`config.mk`:
```
export PLATFORM = sky130hd
export DESIGN_NAME = pc_fetch_unit
export DESIGN_NICKNAME = d
export VERILOG_FILES = /design/src/rtl/pc_fetch_unit.sv
export SDC_FILE = /design/constraint.sdc
export NUM_CORES = 1
export LEC_CHECK = 0
export CORE_MARGIN = 3
export CORE_UTILIZATION = 41
export CTS_CLUSTER_DIAMETER = 40
export DETAILED_ROUTE_END_ITERATION = 6
export GPL_TIMING_DRIVEN = 1
export PLACE_DENSITY = 0.79
export RECOVER_POWER = 25
export SYNTH_ARGS = -nofsm -noshare
export SYNTH_HDL_FRONTEND = slang
export SYNTH_SLANG_ARGS = --single-unit
```
`constraint.sdc`:
```
create_clock -name clk -period 1.85 [get_ports clk]
set_clock_uncertainty 0.1 [all_clocks]
set_input_delay 0.37 -clock clk [delete_from_list [all_inputs] [get_ports clk]]
set_output_delay 0.37 -clock clk [all_outputs]
set_load 0.02 [all_outputs]
```
`src/rtl/pc_fetch_unit.sv`:
```
// Fetch stage: program counter, next-PC select (seq/branch/JAL/JALR) and the IF/ID register.
// Optional FETCH_ALIGN_CHECK_EN adds a sticky misalign flag and blocks misaligned PC loads.
module pc_fetch_unit #(
  parameter int unsigned       ADDR_W    = 32,
  parameter logic [ADDR_W-1:0] RESET_PC  = '0,
  parameter logic [31:0]       NOP_INSTR = 32'h0000_0013
) (
  input  logic              clk,
  input  logic              reset,
  input  logic [2:0]        decision_in,
  input  logic              if_id_flush,
  input  logic              pc_le,
  input  logic              if_id_le,
  input  logic [ADDR_W-1:0] branch_target,
  input  logic [ADDR_W-1:0] jal_target,
  input  logic [ADDR_W-1:0] jalr_target,
  input  logic [31:0]       imem_rdata,
  output logic [ADDR_W-1:0] imem_addr,
  output logic [ADDR_W-1:0] pc,
  output logic [31:0]       if_id_instr,
  output logic [ADDR_W-1:0] if_id_pc,
`ifdef FETCH_ALIGN_CHECK_EN
  output logic              misalign,
`endif
  output logic              if_id_valid
);

  localparam int unsigned INSTR_W = 32;
  localparam logic [2:0]  DEC_BRANCH = 3'b001;
  localparam logic [2:0]  DEC_JAL    = 3'b010;
  localparam logic [2:0]  DEC_JALR   = 3'b011;

  logic [ADDR_W-1:0]  pc_q, pc_d;
  logic [INSTR_W-1:0] if_id_instr_q, if_id_instr_d;
  logic [ADDR_W-1:0]  if_id_pc_q, if_id_pc_d;
  logic               if_id_valid_q, if_id_valid_d;
  logic [ADDR_W-1:0]  target;
  logic               redirect;
  logic               pc_load;
  logic               bubble;
`ifdef FETCH_ALIGN_CHECK_EN
  logic               misalign_q, misalign_d;
  logic               misalign_hit;
`endif

  // Next-PC select; reserved decisions fall back to sequential
  always_comb begin
    redirect = 1'b0;
    target   = pc_q + ADDR_W'(4);
    case (decision_in)
      DEC_BRANCH: begin redirect = 1'b1; target = branch_target; end
      DEC_JAL:    begin redirect = 1'b1; target = jal_target; end
      DEC_JALR:   begin redirect = 1'b1; target = jalr_target & ~ADDR_W'(1); end
      default:    ;
    endcase
  end

  // PC and IF/ID next state; a redirect overrides a PC stall
  always_comb begin
    pc_load       = redirect | pc_le;
    pc_d          = pc_load ? target : pc_q;
    bubble        = if_id_flush;
    if_id_instr_d = if_id_instr_q;
    if_id_pc_d    = if_id_pc_q;
    if_id_valid_d = if_id_valid_q;
`ifdef FETCH_ALIGN_CHECK_EN
    misalign_hit  = pc_load && (target[1:0] != 2'b00);
    misalign_d    = misalign_q | misalign_hit;
    if (misalign_hit) begin
      pc_d   = pc_q;
      bubble = 1'b1;
    end
`endif
    if (bubble) begin
      if_id_instr_d = NOP_INSTR;
      if_id_pc_d    = '0;
      if_id_valid_d = 1'b0;
    end else if (if_id_le) begin
      if_id_instr_d = imem_rdata;
      if_id_pc_d    = pc_q;
      if_id_valid_d = 1'b1;
    end
  end

  always_ff @(posedge clk) begin
    if (reset) begin
      pc_q          <= RESET_PC;
      if_id_instr_q <= NOP_INSTR;
      if_id_pc_q    <= '0;
      if_id_valid_q <= 1'b0;
`ifdef FETCH_ALIGN_CHECK_EN
      misalign_q    <= 1'b0;
`endif
    end else begin
      pc_q          <= pc_d;
      if_id_instr_q <= if_id_instr_d;
      if_id_pc_q    <= if_id_pc_d;
      if_id_valid_q <= if_id_valid_d;
`ifdef FETCH_ALIGN_CHECK_EN
      misalign_q    <= misalign_d;
`endif
    end
  end

  assign imem_addr   = pc_q;
  assign pc          = pc_q;
  assign if_id_instr = if_id_instr_q;
  assign if_id_pc    = if_id_pc_q;
  assign if_id_valid = if_id_valid_q;
`ifdef FETCH_ALIGN_CHECK_EN
  assign misalign    = misalign_q;
`endif

endmodule

```
# After elaboration in Yosys (flattened, before gate mapping)
# Index checks and enable logic that the tools add are counted.
[totals] ff_bits=97 output_inout_bits=129
[op_classes] reduce_logical=2 mux=2 eq_ne=3 n_addsub=1 bitwise=1
[op_table] cell="$pmux W32 S3" n=1
[op_table] cell="$add A32 B3 Y32 const B" n=1
[op_table] cell="$eq A3 B2 Y1 const B" n=2
[op_table] cell="$eq A3 B1 Y1 const B" n=1
[op_table] cell="$reduce_or A3 Y1" n=1
[op_table] cell="$reduce_or A2 Y1" n=1
[op_table] cell="$mux W1" n=1
[op_table] cell="$or A1 B1 Y1" n=1

# Depth between registers and ports, before layout
# Gate-level depths: netlist of the first run.
[logic_depth] depth_word=4 ltp_mapped=8

# Worst setup path after synthesis of the first run
# OpenSTA, ideal clock, no wires.
[synth_timing] kind="register -> register" startpoint="register pc_q[17] (netlist: imem_addr[17])" endpoint="register pc_q[25] (netlist: imem_addr[25])" t_arrival_ns=1.731 setup_ns=0.079 n_path_buf=3 t_required_ns=1.671 path_stages_with_launch=9 slack_ns=-0.060 path_cell_list="dfxtp_1 > buf_6 > and4_1 > buf_4 > and4_4 > buf_6 > a41oi_1 > a41o_1 > a211oi_2"
[synth_via] elab_chain_cells=2
[synth_rtl] item="start, declared" line="33" source="logic [ADDR_W-1:0] pc_q, pc_d;"
[synth_rtl] item="start signal, assigned" line="95" source="pc_q <= pc_d;"
[synth_rtl] item="$add A32 B3 Y32" line="49" source="target = pc_q + ADDR_W'(4);"
[synth_rtl] item="$pmux W32 S3" line="50" source="case (decision_in)"
# Every way passes these cells.
# A chain may end at the register's enable or synchronous reset.

# Final worst setup path of the first run
[layout_timing] startpoint="register pc_q[2] (netlist: imem_addr[2])" endpoint="register pc_q[22] (netlist: imem_addr[22])"
# The elaborated chain is that of the path after synthesis.

==> results by group, run 1 <==
Place
  – Placed cells: 1031
  – IO buf count: 263
  – Gp weighted congestion: 0.8849
  – HPWL after DPL: 14.63 mm

Floorplan
  – Core Rows: 40
  – Die Span Y: 118.9 um
  – Initial Utilization: 42.81%
  – Die Area: 14140 um2
  – Core area: 12210 um2
  – # IOs: 265
  – Die W: 118.9 um

Setup path
  – WP buf/inv: 1
  – Crit end category: flop
  – Crit path cell chain: ha_4, nand4_1, nor4_4, buf_6, nand3_1, xor2_1, o22ai_1
  – Worst r2r path cells: 7
  – CP arrival: 1.95 ns
  – CP Max Fanout: 7
  – Critical path required time: 1.98 ns
  – Startpoint Class: flop
  – CP Class: flop to flop
  – Slowest stage delay, CP: 0.39 ns
  – Slowest cell on crit path: dfxtp_4
  – Crit path max-delay family: simple AND/OR/NAND/NOR gates
  – Crit. path cell count: 7

Detailed routing
  – DRC: 0
  – DR WL/cell: 17.65 um
  – Vias after detailed routing: 5469
  – Iteration-0 DRC count of the detailed router: 337
  – Via density: 5.214
  – Drt pass-1 iters: 6
  – Drt total wl: 18.51 mm
  – Antenna-violating nets left: 0

Global routing
  – Global-route wire length before repair: 28.70 mm
  – Global Route Usage Sum: 25.14%
  – Initial antenna violation count: 1
  – Vias in the first global route: 5435
  – Largest net degree at the start of global routing: 35
  – Global route overflow: 0

STA
  – RSZ-0062 raised after global routing: yes
  – Tmin final: 1.826 ns
  – Slew @ Worst Pin: 0.5245 ns
  – Final period utilization: 98.68%
  – Endpoints failing hold: 0
  – Max Transition Viols Final: 0
  – Setup TNS: 0 ns
  – Max Clk Rate: 547.8 MHz
  – Max_slew headroom: 65.04%
  – Min Hold Slack: 0.3446 ns
  – Final Setup Violations: 0

Clock tree
  – CTS tree: done
  – H-tree Lvls: 3
  – Cts hold-fix bufs: 0
  – CTS clock-pin slew for the worst setup and hold paths: 0.08 ns
  – Worst-Skew Late Latency: 0.36 ns
  – Clock Root Buffer: clkbuf_16
  – Num CTS Buffers: 9
  – Sink Count: 97
  – Clk buf depth: 2

Pwr
  – Switch share: 29.25%
  – Max VDD drop: 0.0004948 V
  – Clk pwr share: 34.2%
  – P per Cell Area: 664.7 nW/um2
  – Leakage: 0.003757 uW
  – Psw: 1657 uW
  – Pint: 4007 uW
  – Combinational Power Share: 25.7%
  – Flop pwr share: 40.1%

Min path
  – Hold path cells: 3
  – Worst Hold Class: primary input to flop

Logic synthesis
  – Main synth FF type: dfxtp_1
  – Most common library cells after synthesis: dfxtp_1 (97), mux2i_1 (92), nor2_1 (92)
  – Syn Area/Cell: 8.786 um2
  – Yosys top cell area share: 37.15%
  – Mapped Area: 5228 um2
  – Syn Inst Count: 595
  – #FFs+latches synth: 97
  – Area leader, netlist: dfxtp_1
  – Ranking of synthesized cells by area: dfxtp_1 (37%), mux2i_1 (18%), nor2_1 (6.6%), buf_4 (5.5%), a21oi_1 (4.0%)
  – Yosys warnings: 0
  – Synth cell types: 55
  – Ys async rst share: 0%
  – EDFF count, synth: 0
  – Most frequent cell after synthesis: dfxtp_1
  – Register area share after synthesis: 37.15%
  – Syn Nets: 732

Final layout
  – Layout cells sized above 1: 14.89%
  – Filler instances: 994
  – Synth-to-layout area growth: 63.00%
  – Final Net Count: 1012
  – Non-Filler Instances: 1049

Outcome
  – Outcome: completed

Run
  – MaxCap Viol Count: 0
## power groups by stage
stage	sequential, uW	combinational [uW]	clock [uW]
floorplan	2440	610	0
global placement	2310	1500	0
detailed placement	2320	1530	0
CTS	2270	1470	1970
global route	2280	1550	2060
finish	2270	1460	1940
## per-stage QoR
step / util, % / power, uW / worst slack (ns) / area [um2]
after floorplan: - / 3055 / 0.0001521 / 5234
after global placement: 67.91 / 3817 / -0.3158 / 8293
after detailed placement: 67.91 / 3850 / -0.4295 / 8293
after CTS: 69.85 / 5704 / 0.001154 / 8529
after global routing: 69.77 / 5894 / -0.03397 / 8521
final: 69.77 / 5664 / 0.02439 / 8521
## worst register-to-register path, delay by kind of cell, from the launching register on
| kind | cells | cell delay, ns |
|---|---|---|
| xor gates and xnor gates | 1 | 0.19 |
| AOI/OAI and AO/OA | 1 | 0.11 |
| buffers and inverters | 1 | 0.17 |
| and+or+nand+nor | 3 | 0.58 |
| DFF | 1 | 0.39 |
| adders and majority gates | 1 | 0.16 |
## registers in the layout, summed over array words and instances, names as in the netlist
register and cells:
if_id_pc 32, if_id_valid 1, if_id_instr 32, imem_addr 32
## final cells by class
type	instances	area (um2)	share of cell area (%)
Antenna cell	1	2.502	0.02937
Timing Repair Buffer	345	3203	37.59
Clock buffer	10	229.0	2.687
Tap cell	168	210.2	2.467
Multi-Input combinational cell	410	2800	32.86
Inverter	12	45.04	0.5286
Clock inverter	6	75.07	0.8811
Sequential cell	97	1956	22.95
## layer usage
layer | global-route usage (%) | routed length, um | vias up
li1 | - | - | 2655
met1 | 29.07 | 7213 | 2544
met4 | 6.445 | 357 | 0
met5 | 0 | 0 | -
met2 | 45.15 | 9490 | 240
met3 | 7.597 | 1452 | 30
## logic make-up after synthesis
logic type / Yosys count / synth area share [%]
xor gates and xnor gates: 8 / 1.340
muxes: 95 / 18.26
buffers and inverters: 88 / 9.646
and+or+nand+nor: 193 / 19.24
AOI/OAI and AO/OA: 113 / 14.12
adders and majority gates: 1 / 0.2393
DFF: 97 / 37.15
## cell usage in the layout (no fill, tap or decap), types with 3 or more instances in the layout
cell type	synthesis	final
clkdlybuf4s50_1	0	192
a22oi_1	10	10
nand2_1	12	12
dfxtp_1	97	90
buf_4	38	72
a31o_2	5	5
a31oi_1	3	3
nor2b_1	6	6
dlygate4sd2_1	0	62
a41o_1	4	4
mux2i_1	92	92
nor3_1	18	18
nor4_1	4	4
dfxtp_2	0	5
a211oi_2	2	3
clkbuf_1	19	7
and3_1	6	6
nand4_1	8	8
clkbuf_16	0	9
o22ai_1	9	9
o21ai_0	11	10
nor2_1	92	92
buf_12	0	5
or3_1	3	3
a21o_1	3	3
xnor2_1	3	3
a211oi_1	13	12
inv_1	11	11
nand2b_1	9	9
a21oi_1	42	42
mux2_2	3	3
or2_2	6	6
nand3_1	11	11
xor2_1	5	5
## timing repair
item                                    4_1_cts  5_1_grt
resized for setup                            65       14
endpoints found under the setup margin       67       12
pin swaps                                     0        5
buffers inserted                              0        1
## final timing paths
check / endpoint / from / slack, ns
max: imem_addr[22] / imem_addr[2] / 0.02
min: if_id_instr[4] / if_id_le / 0.34
max reg2reg: imem_addr[22] / imem_addr[2] / 0.02
min reg2reg: if_id_instr[4] / if_id_instr[4] / 0.37
(Power assumes the default switching activity.)
==> inputs of run 2 (changes only) <==
- MAX_ROUTING_LAYER: unset -> met4
==> run 2 against run 1 <==
Final cell count stayed put. Largest power group unchanged. Worst hold slack worse by 0.0013 ns. Critical path type unchanged. Total power hardly changed.
==> results by group, run 2 (synthesis results as in run 1) <==
Floorplan
  – Initial Utilization: 42.81% (unchanged)
  – Die Area: 14140 um2 (unchanged)
  – Core Rows: 40 (unchanged)
  – Core area: 12210 um2 (unchanged)
  – Die Span Y: 118.9 um (unchanged)
  – Die W: 118.9 um (unchanged)
  – # IOs: 265 (unchanged)

STA
  – Endpoints failing hold: 0 (unchanged)
  – Max_slew headroom: 64.92% (-0.12 points)
  – RSZ-0062 raised after global routing: yes
  – Final worst setup slack: 0.04128 ns (+0.01688 ns)
  – Max Transition Viols Final: 0 (unchanged)
  – Tmin final: 1.809 ns (-0.01688 ns)
  – Slew @ Worst Pin: 0.5262 ns (+0.001744 ns)
  – Final Setup Violations: 0 (unchanged)
  – Final period utilization: 97.77% (-0.91 points)
  – Max Clk Rate: 552.9 MHz (+0.93%)

Setup path
  – Crit end category: flop
  – Critical path required time: 1.98 ns (about the same)
  – CP arrival: 1.94 ns (about the same)
  – Worst Setup SP: imem_addr[2]
  – CP Max Fanout: 7 (unchanged)
  – CP Class: flop to flop
  – Startpoint Class: flop
  – R2R Path Start: imem_addr[2]
  – Reg2reg setup slack: 0.04 ns (+0.02 ns)

Pwr
  – Flop pwr share: 40.1% (about the same)
  – P per Cell Area: 664.8 nW/um2 (about the same)
  – Clk pwr share: 34.2% (about the same)
  – Combinational Power Share: 25.7% (about the same)
  – Psw: 1657 uW (about the same)
  – Switch share: 29.25% (about the same)
  – Max VDD drop: 0.0004953 V (+0.11%)
  – Pint: 4007 uW (about the same)
  – Leakage: 0.003757 uW (unchanged)

Min path
  – Hold_sp: if_id_le
  – Worst Hold Class: primary input to flop

Global routing
  – Largest net degree at the start of global routing: 35 (unchanged)
  – Global-route wire length before repair: 28.68 mm (about the same)
  – Initial antenna violation count: 1 (unchanged)
  – Global route overflow: 0 (unchanged)
  – Vias in the first global route: 5450 (+0.28%)
  – Global Route Usage Sum: 25.82% (+0.68 points)

Clock tree
  – Worst-Skew Late Latency: 0.36 ns (about the same)
  – Num CTS Buffers: 9 (unchanged)
  – Sink Count: 97 (unchanged)
  – Clk buf depth: 2 (unchanged)
  – CTS clock-pin slew for the worst setup and hold paths: 0.07 ns (about the same)
  – H-tree Lvls: 3 (unchanged)
  – Clock Root Buffer: clkbuf_16
  – CTS tree: done

Final layout
  – Filler instances: 994 (unchanged)
  – Final core occ: 69.77% (unchanged)
  – Synth-to-layout area growth: 63.00% (unchanged)
  – Final Net Count: 1012 (unchanged)
  – Layout cells sized above 1: 14.89% (unchanged)
  – Commonest non-fill, non-tap cells in the layout: clkdlybuf4s50_1 (192), mux2i_1 (92), nor2_1 (92), dfxtp_1 (90), buf_4 (72)
  – Commonest non-fill, non-tap cell in the layout: clkdlybuf4s50_1

Detailed routing
  – Drt total wl: 18.50 mm (about the same)
  – Drt pass-1 iters: 5 (-1)
  – Vias after detailed routing: 5488 (+0.35%)
  – DRC: 0 (unchanged)
  – Antenna-violating nets left: 0 (unchanged)
  – DR WL/cell: 17.64 um (about the same)
  – Via density: 5.232 (+0.35%)
  – Iteration-0 DRC count of the detailed router: 357 (+5.9%)

Run
  – MaxCap Viol Count: 0 (unchanged)

Place
  – Gp weighted congestion: 0.8997 (+1.7%)
  – Post-Place Worst Slack: -0.4295 ns (unchanged)
  – HPWL after DPL: 14.63 mm (unchanged)
  – IO buf count: 263 (unchanged)

Outcome
  – Outcome: completed
run 2: cell counts in the layout (fill, tap and decap cells not counted):
No cell type changed its count.
run 2: area by class of cell:
class                      count  area [um2]  area share [%]
multi-input combinational    410        2800           32.86
inverter                      12       45.04          0.5286
antenna                        1       2.502         0.02937
timing repair buffer         345        3203           37.59
tap                          168       210.2           2.467
clock inverter                 6       75.07          0.8811
clock buffer                  10       229.0           2.687
sequential                    97        1956           22.95
run 2: metal layers:
layer	GRT usage (%)	wire, um
met1	29.54	7259
met2	45.19	9449
met3	6.078	1399
met4	7.314	393
met5	-	0
run 2: path summary, 6_finish.rpt:
check / endpoint / depth (start not counted)
max reg2reg: imem_addr[22] / 7
max: imem_addr[22] / 7
min reg2reg: if_id_instr[4] / 2
min: if_id_instr[4] / 3
run 2: power by group through the flow:
stage,Sequential [uW],Combinational (uW),Clock (uW)
finish,2270,1460,1940
global route,2280,1550,2060
CTS,2270,1470,1970
detailed placement,2320,1530,0
global placement,2310,1500,0
floorplan,2440,610,0
run 2: repair_timing:
action / in CTS / in global routing
hold buffers: 0 / 0
gates resized for setup: 65 / 14
buffers inserted: 0 / 1
endpoints found under the setup margin: 67 / 13
pin swaps: 0 / 5
cloned: 0 / 0
run 2: metrics by stage:
| step | std cells | setup TNS [ns] | power, uW | instance area (um2) | hold WS, ns |
|---|---|---|---|---|---|
| final | 1049 | 0 | 5664 | 8521 | 0.3434 |
| after global routing | 1049 | -0.03423 | 5890 | 8521 | 0.3537 |
| after CTS | 1047 | 0 | 5704 | 8529 | 0.3375 |
| after detailed placement | 1031 | -7.989 | 3850 | 8293 | 0.3573 |
| after global placement | 1031 | -6.900 | 3817 | 8293 | 0.3483 |
| after floorplan | 595 | 0 | 3055 | 5234 | 0.3852 |
run 2: worst max-delay path: stages (launching register included):
cell     delay, ns
dfxtp_4       0.39
ha_4          0.16
nand4_1       0.18
nor4_4        0.27
buf_6         0.17
nand3_1       0.11
xor2_1        0.19
o22ai_1       0.11
